===== src/rtl/matmul_req_arbiter_pkg.sv =====
// Shared constants and types for the two-port matmul request arbiter.
// Widths are expressed per DATA_W so every file sizes buses the same way.
package matmul_req_arbiter_pkg;
  localparam int ROW     = 3;
  localparam int COL     = 3;
  localparam int NUM     = 3;
  localparam int ELEMS   = ROW * COL;
  localparam int NUM_REQ = 2;

  localparam int DEF_DATA_W = 8;
  localparam int DEF_OPND_W = ELEMS * DEF_DATA_W;
  localparam int DEF_RES_W  = 2 * ELEMS * DEF_DATA_W;

  typedef logic req_id_t;

  function automatic int opnd_w(input int data_w);
    return ELEMS * data_w;
  endfunction

  function automatic int res_w(input int data_w);
    return 2 * ELEMS * data_w;
  endfunction
endpackage


===== src/rtl/matmul_req_arbiter_if.sv =====
// Requester-side bus: two job request ports and the shared result return.
// The arbiter takes the slave view, requester logic the master view.
interface matmul_req_arbiter_if #(parameter int DATA_W = 8);
  import matmul_req_arbiter_pkg::*;

  logic [NUM_REQ-1:0]              req_valid;
  logic [NUM_REQ-1:0]              req_ready;
  logic [opnd_w(DATA_W)-1:0]       req_a0;
  logic [opnd_w(DATA_W)-1:0]       req_b0;
  logic [opnd_w(DATA_W)-1:0]       req_a1;
  logic [opnd_w(DATA_W)-1:0]       req_b1;
  logic [NUM_REQ-1:0]              res_valid;
  logic [res_w(DATA_W)-1:0]        res_data;

  modport slave (
    input  req_valid, req_a0, req_b0, req_a1, req_b1,
    output req_ready, res_valid, res_data
  );

  modport master (
    output req_valid, req_a0, req_b0, req_a1, req_b1,
    input  req_ready, res_valid, res_data
  );
endinterface


===== src/rtl/matmul_req_arbiter_tag_fifo.sv =====
// In-order FIFO of requester ids for jobs in flight in the engine.
// flush drops every entry at the next edge without touching storage.
module mm_tag_fifo
  import matmul_req_arbiter_pkg::*;
#(
  parameter int DEPTH = 4
) (
  input  logic                       clk,
  input  logic                       rst_n,
  input  logic                       flush,
  input  logic                       push,
  input  logic                       pop,
  input  req_id_t                    din,
  output req_id_t                    dout,
  output logic                       full,
  output logic                       empty,
  output logic [$clog2(DEPTH):0]     count
);
  localparam int AW = $clog2(DEPTH);
  localparam int CW = AW + 1;

  logic [DEPTH-1:0] mem;
  logic [AW-1:0]    wptr, rptr;
  logic [CW-1:0]    cnt;
  logic             wr, rd;

  assign full  = (cnt == CW'(DEPTH));
  assign empty = (cnt == '0);
  assign count = cnt;
  assign dout  = mem[rptr];

  // A push into a full FIFO is legal when the head leaves in the same cycle.
  assign wr = push & (~full | pop);
  assign rd = pop & ~empty;

  always_ff @(posedge clk or negedge rst_n) begin
    if (!rst_n) begin
      mem  <= '0;
      wptr <= '0;
      rptr <= '0;
      cnt  <= '0;
    end else if (flush) begin
      wptr <= '0;
      rptr <= '0;
      cnt  <= '0;
    end else begin
      if (wr) begin
        mem[wptr] <= din;
        wptr      <= wptr + 1'b1;
      end
      if (rd) rptr <= rptr + 1'b1;
      cnt <= cnt + {{AW{1'b0}}, wr} - {{AW{1'b0}}, rd};
    end
  end
endmodule


===== src/rtl/matmul_req_arbiter.sv =====
// Shares one 3x3 systolic matmul engine between two requesters: round-robin
// issue, in-order ownership tags, and registered routing of each result.
module matmul_req_arbiter
  import matmul_req_arbiter_pkg::*;
#(
  parameter int DATA_W    = 8,
  parameter int TAG_DEPTH = 4
) (
  input  logic                          clk,
  input  logic                          rst_n,
  input  logic                          en,
  matmul_req_arbiter_if.slave           req,
  output logic                          mm_en,
  output logic                          mm_dvalid,
  input  logic                          mm_dready,
  output logic [opnd_w(DATA_W)-1:0]     mm_din_a,
  output logic [opnd_w(DATA_W)-1:0]     mm_din_b,
  input  logic [res_w(DATA_W)-1:0]      mm_dout_c,
  input  logic                          mm_out_vld,
  output logic [$clog2(TAG_DEPTH):0]    outstanding,
  output logic                          err_spurious
);
  localparam int OPW  = opnd_w(DATA_W);
  localparam int RESW = res_w(DATA_W);

  logic               full, empty, push, pop, fifo_full, issue_ok, rr, spurious;
  logic [NUM_REQ-1:0] grant;
  logic [NUM_REQ-1:0] res_vld_q;
  logic [RESW-1:0]    res_data_q;
  req_id_t            gnt_id, tag;

  assign mm_en = en;

  assign pop       = en & mm_out_vld & ~empty;
  assign fifo_full = full & ~pop;
  // rst_n in the issue term keeps req_ready low for the whole reset window.
  assign issue_ok  = rst_n & en & mm_dready & ~fifo_full;

  always_comb begin
    grant = '0;
    if (issue_ok) begin
      unique case (req.req_valid)
        2'b01:   grant = 2'b01;
        2'b10:   grant = 2'b10;
        2'b11:   grant = rr ? 2'b10 : 2'b01;
        default: grant = '0;
      endcase
    end
  end

  assign gnt_id        = grant[1];
  assign push          = |grant;
  assign req.req_ready = grant;
  assign mm_dvalid     = push;

  always_comb begin
    mm_din_a = '0;
    mm_din_b = '0;
    if (grant[0]) begin
      mm_din_a = req.req_a0;
      mm_din_b = req.req_b0;
    end else if (grant[1]) begin
      mm_din_a = req.req_a1;
      mm_din_b = req.req_b1;
    end
  end

  // A same-cycle issue means the engine is not idle, so no error is raised.
  assign spurious = en & mm_out_vld & empty & ~push;

  mm_tag_fifo #(.DEPTH(TAG_DEPTH)) u_tag_fifo (
    .clk   (clk),
    .rst_n (rst_n),
    .flush (~en),
    .push  (push),
    .pop   (pop),
    .din   (gnt_id),
    .dout  (tag),
    .full  (full),
    .empty (empty),
    .count (outstanding)
  );

  always_ff @(posedge clk or negedge rst_n) begin
    if (!rst_n) begin
      rr           <= 1'b0;
      res_vld_q    <= '0;
      res_data_q   <= '0;
      err_spurious <= 1'b0;
    end else begin
      if (push) rr <= ~gnt_id;
      res_vld_q <= '0;
      if (pop) begin
        res_vld_q  <= tag ? 2'b10 : 2'b01;
        res_data_q <= mm_dout_c;
      end
      if (spurious) err_spurious <= 1'b1;
    end
  end

  assign req.res_valid = res_vld_q;
  assign req.res_data  = res_data_q;

  logic unused_ok;
  assign unused_ok = &{1'b0, OPW[0]};
endmodule


===== src/flat_wrapper.sv =====
// flat-port wrapper written by rule: the top's interface ports become plain ports
module matmul_req_arbiter_flat import matmul_req_arbiter_pkg::*;
#(
  parameter int DATA_W    = 8,
  parameter int TAG_DEPTH = 4
)
  (clk, rst_n, en, mm_en, mm_dvalid, mm_dready, mm_din_a, mm_din_b, mm_dout_c, mm_out_vld, outstanding, err_spurious, req_req_valid, req_req_a0, req_req_b0, req_req_a1, req_req_b1, req_req_ready, req_res_valid, req_res_data);
  matmul_req_arbiter_if #(.DATA_W(DATA_W)) req_i ();
  input  logic clk;
  input  logic rst_n;
  input  logic en;
  output logic mm_en;
  output logic mm_dvalid;
  input  logic mm_dready;
  output logic [opnd_w(DATA_W)-1:0] mm_din_a;
  output logic [opnd_w(DATA_W)-1:0] mm_din_b;
  input  logic [res_w(DATA_W)-1:0] mm_dout_c;
  input  logic mm_out_vld;
  output logic [$clog2(TAG_DEPTH):0] outstanding;
  output logic err_spurious;
  input wire logic [$bits(req_i.req_valid)-1:0] req_req_valid;
  input wire logic [$bits(req_i.req_a0)-1:0] req_req_a0;
  input wire logic [$bits(req_i.req_b0)-1:0] req_req_b0;
  input wire logic [$bits(req_i.req_a1)-1:0] req_req_a1;
  input wire logic [$bits(req_i.req_b1)-1:0] req_req_b1;
  output wire logic [$bits(req_i.req_ready)-1:0] req_req_ready;
  output wire logic [$bits(req_i.res_valid)-1:0] req_res_valid;
  output wire logic [$bits(req_i.res_data)-1:0] req_res_data;
  assign req_i.req_valid = req_req_valid;
  assign req_i.req_a0 = req_req_a0;
  assign req_i.req_b0 = req_req_b0;
  assign req_i.req_a1 = req_req_a1;
  assign req_i.req_b1 = req_req_b1;
  assign req_req_ready = req_i.req_ready;
  assign req_res_valid = req_i.res_valid;
  assign req_res_data = req_i.res_data;
  matmul_req_arbiter #(.DATA_W(DATA_W), .TAG_DEPTH(TAG_DEPTH)) u_core (.clk(clk), .rst_n(rst_n), .en(en), .req(req_i), .mm_en(mm_en), .mm_dvalid(mm_dvalid), .mm_dready(mm_dready), .mm_din_a(mm_din_a), .mm_din_b(mm_din_b), .mm_dout_c(mm_dout_c), .mm_out_vld(mm_out_vld), .outstanding(outstanding), .err_spurious(err_spurious));
endmodule

===== config.mk =====
export PLATFORM = sky130hd
export DESIGN_NAME = matmul_req_arbiter_flat
export DESIGN_NICKNAME = d
export VERILOG_FILES = /design/src/rtl/matmul_req_arbiter_pkg.sv /design/src/rtl/matmul_req_arbiter_if.sv /design/src/rtl/matmul_req_arbiter_tag_fifo.sv /design/src/rtl/matmul_req_arbiter.sv /design/src/flat_wrapper.sv
export SDC_FILE = /design/constraint.sdc
export NUM_CORES = 1
export LEC_CHECK = 0
export CORE_AREA = 3 3 287 289
export CTS_CLUSTER_DIAMETER = 60
export DETAILED_ROUTE_END_ITERATION = 6
export DIE_AREA = 0 0 290 292
export PLACE_DENSITY = 0.42
export SLEW_MARGIN = 20
export SYNTH_ARGS = -nofsm -noshare
export SYNTH_HDL_FRONTEND = slang
export SYNTH_SLANG_ARGS = --single-unit

===== constraint.sdc =====
create_clock -name clk -period 3.5 [get_ports clk]
set_clock_uncertainty 0.15 [all_clocks]
set_input_delay 1.05 -clock clk [delete_from_list [all_inputs] [get_ports clk]]
set_output_delay 1.05 -clock clk [all_outputs]
set_load 0.01 [all_outputs]

==> impl_metrics.csv <==
group,metric,value,unit
synthesis,syn_nets,1175,
synthesis,syn_avg_cell_area,11.37,µm²
floorplanning,rows,104,
synthesis,ys_seq_elements,159,
critical_path,reg2reg_depth,10,
power,p_switching,3.655,mW
floorplanning,die_x,290,µm
synthesis,yosys.area.top_type_share,47.96,%
placed_design,place_ws,-0.8058,ns
placed_design,gp_congestion,0.8915,
clock_tree,numCtsBuffers,17,
critical_path,worst_r2r_endpoint,"u_core.u_tag_fifo.count[2]",
drt,vias,9812,
synthesis,synth.most_common_cell,"dfrtp_1",
global_route,grt_pass1_wl,77000,µm
drt,drc_errors,0,
clock_tree,cts_tree,"built",
synthesis,ys_types,34,
sta,max_freq,268.7,MHz
synthesis,netlist_instances,730,
global_route,grt.overflow.total,0,
power,switching_share,34.11,%
critical_path,cp-end-kind,"output pin",
outcome,status,"finished with violations",
critical_path,worstSetupStartpointType,"input port",
critical_path,required,2.30,ns
sta,period_needed,3.722,ns
synthesis,synth_area_leader_cell,"dfrtp_1",
clock_tree,htree_levels,4,
hold_path,whs_path_depth,1,
critical_path,crit_type,"in2out",
sta,maxSlewViolCount,0,
sta,worst_pin_slew,0.5656,ns
drt,drt_iter0_drc,403,
critical_path,r2r_slack,0.73,ns
sta,post-route-period-util,106.3,%
clock_tree,clk_pin_slew,0.07,ns
drt,totalWireLength,56740,µm
power,clkPwrFrac,18.0,%
floorplanning,initial_core_util,10.35,%
sta,tns,-11.72,ns
floorplanning,ioPinCount,737,
final_layout,num-fill-cells,8605,
hold_path,whs_endpoint,"u_core.req.res_data[18]",
synthesis,yosysSeqAreaShare,47.96,%
sta,worst_slack,-0.2220,ns
outcome,violations,"setup timing",
final_layout,drive_above_1_share,36.29,%
placed_design,placement.io_buffers,736,
power,p_leak,7.626,nW
clock_tree,cts_buffer_depth,2,
global_route,grt_usage,12.57,%
final_layout,final_nets,1975,
power,power_density,550.0,nW/µm²
placed_design,dpl.cell_count,2517,
global_route,grt_max_degree,104,
critical_path,timing.rr.start,"u_core.u_tag_fifo.count[1]",
floorplanning,die_h,292,µm
placed_design,dpl-instance-area,17340,µm²
placed_design,hpwlAfterDp,44950,µm
drt,routedWlPerCell,21.77,µm
critical_path,worstPathArrival,2.52,ns
drt,via_per_inst,3.765,
clock_tree,hold_buffers,0,
sta,hold_viol_final,0,
synthesis,ys_warn_count,0,
drt,drtAntennaViolNets,0,
final_layout,stdcell_area,19480,µm²
power,intPower,7.061,mW
drt,dr.pass1.iters,6,
synthesis,ys.flop_type,"dfrtp_1",
power,peakVddDrop,243.2,µV
sta,rsz0062_at_grt,"yes",
global_route,grt_pass1_vias,10330,
floorplanning,fp.dieArea,84680,µm²
hold_path,hp-start,"u_core.req.res_data[18]",
sta,slew_headroom,62.29,%
job,maxCapViolCount,0,
synthesis,synth_common_cells,"159 x dfrtp_1, 146 x nor2_1, 144 x a32oi_1, 144 x mux2_2, 39 x clkbuf_1",
clock_tree,clk_latency,0.46,ns
power,seq_power_share,29.6,%
synthesis,async_reset_ff_share,100.0,%
hold_path,min_path_type,"reg2reg",
power,p_total,10.72,mW
synthesis,synth_edf_count,0,
sta,setup_viol,104,
power,combPwrFrac,52.4,%
global_route,antenna_found_initial,21,
critical_path,crit_path_max_fanout,6,
final_layout,final_cells,2606,
synthesis,ys_top_cells_by_area,"dfrtp_1 48%, mux2_2 20%, a32oi_1 15%, nor2_1 6.6%, clkbuf_1 1.8%",
clock_tree,clock-sinks,159,
clock_tree,clock-root-buffer,"clkbuf_16",
floorplanning,core,80160,µm²
synthesis,synthesis.area,8297,µm²
final_layout,area_growth_syn_to_layout,134.8,%
state kept, by name, summed over array words and instances, names as in the netlist:
signal / count
u_core.u_tag_fifo.wptr: 2
u_core.err_spurious: 1
u_core.u_tag_fifo.count: 3
u_core.req.res_data: 144
u_core.u_tag_fifo.mem: 4
u_core.u_tag_fifo.rptr: 2
u_core.rr: 1
u_core.req.res_valid: 2
cell type report:
| type | instances | area [µm²] | share of cell area, % |
|---|---|---|---|
| inverters | 4 | 15.01 | 0.07707 |
| clock inverters | 15 | 191.4 | 0.9827 |
| multi-input cells | 482 | 4646 | 23.85 |
| flip-flops and latches | 159 | 3979 | 20.42 |
| repair buffers | 866 | 8891 | 45.64 |
| diodes | 3 | 7.507 | 0.03854 |
| well taps | 1060 | 1326 | 6.808 |
| clock buffers | 17 | 425.4 | 2.184 |
power groups by stage:
stage	Clock, mW	Sequential (mW)	Combinational [mW]
after global placement	0	3.19	5.24
after CTS	2.05	3.18	5.44
after global routing	2.12	3.29	5.94
final	1.93	3.17	5.61
after detailed placement	0	3.22	5.25
after floorplan	0	3.59	1.62
kinds of logic (layout without fill, tap and decap cells):
| group | Yosys count | in the layout | share of synthesized area (%) |
|---|---|---|---|
| flip-flops | 159 | 159 | 47.96 |
| adder cells (fa/ha/maj) | 6 | 6 | 0.9953 |
| multiplexers | 147 | 147 | 20.06 |
| XOR/XNOR | 5 | 5 | 0.5278 |
| AO/OA/AOI/OAI | 155 | 155 | 16.33 |
| buffers and inverters | 89 | 902 | 5.731 |
| AND/OR/NAND/NOR | 169 | 169 | 8.400 |
| other | 0 | 3 | 0 |
cell usage in the layout, fill, tap and decap left out, types with 2 or more instances in the layout:
master and instances:
clkinvlp_4 2, nor2_4 70, a32oi_2 16, a32o_1 4, nor2b_1 2, buf_4 60
nor2_2 8, buf_12 25, and2_1 5, clkdlybuf4s50_1 582, and3_4 2, buf_6 96
clkinv_4 2, buf_16 10, clkinv_8 7, mux2_2 144, dfrtp_1 159, dlymetal6s2s_1 7
nand4_1 4, a31oi_1 2, buf_8 13, clkbuf_2 36, inv_1 4, mux2i_1 2
nor2_1 68, diode_2 3, and2_4 2, a32oi_1 123, ha_1 5, xnor2_1 5
buf_2 30, a32oi_4 5, nand2_1 2, clkbuf_16 22, inv_8 4
worst max-delay path by stage:
| stage | from | end | slack (ns) | cells past startpoint |
|---|---|---|---|---|
| 6_report | mm_out_vld | mm_din_b[6] | -0.22 | 9 |
| 5_1_grt | mm_out_vld | mm_din_a[39] | -0.27 | 9 |
| 4_1_cts | mm_out_vld | mm_din_b[61] | -0.34 | 6 |
| 3_5_place_dp | mm_out_vld | mm_din_a[2] | -0.81 | 6 |
| 3_3_place_gp | mm_out_vld | mm_din_a[65] | -0.78 | 6 |
| 2_1_floorplan | en | mm_din_b[11] | 0.17 | 7 |
critical path: stages:
cell and delay (ns):
buf_6 0.09, or4b_4 0.53, nand2_8 0.16, buf_6 0.14
buf_8 0.13, buf_16 0.14, buf_12 0.10, nor2_1 0.04
clkbuf_2 0.14
what timing repair did:
item,CTS,global route
endpoints found under the setup margin,147,139
pin swaps,9,79
gates cloned,9,6
resized for setup,413,432
buffers inserted,25,24
metal layers:
layer	global-route usage (%)	vias to the layer above	share of wire, %
li1	-	4384	-
met1	12.96	4755	36
met2	23.82	565	53
met3	4.586	94	8.8
met4	3.319	14	2.4
met5	0	-	0.16
through the flow:
step | util, % | hold WS [ns]
final | 24.30 | 0.3524
after floorplan | - | 0.3105
after detailed placement | 21.63 | 0.3411
after CTS | 22.77 | 0.3581
after global placement | 21.63 | 0.3365
after global routing | 24.30 | 0.3633
No activity file was read; power rests on OpenSTA's default activity.
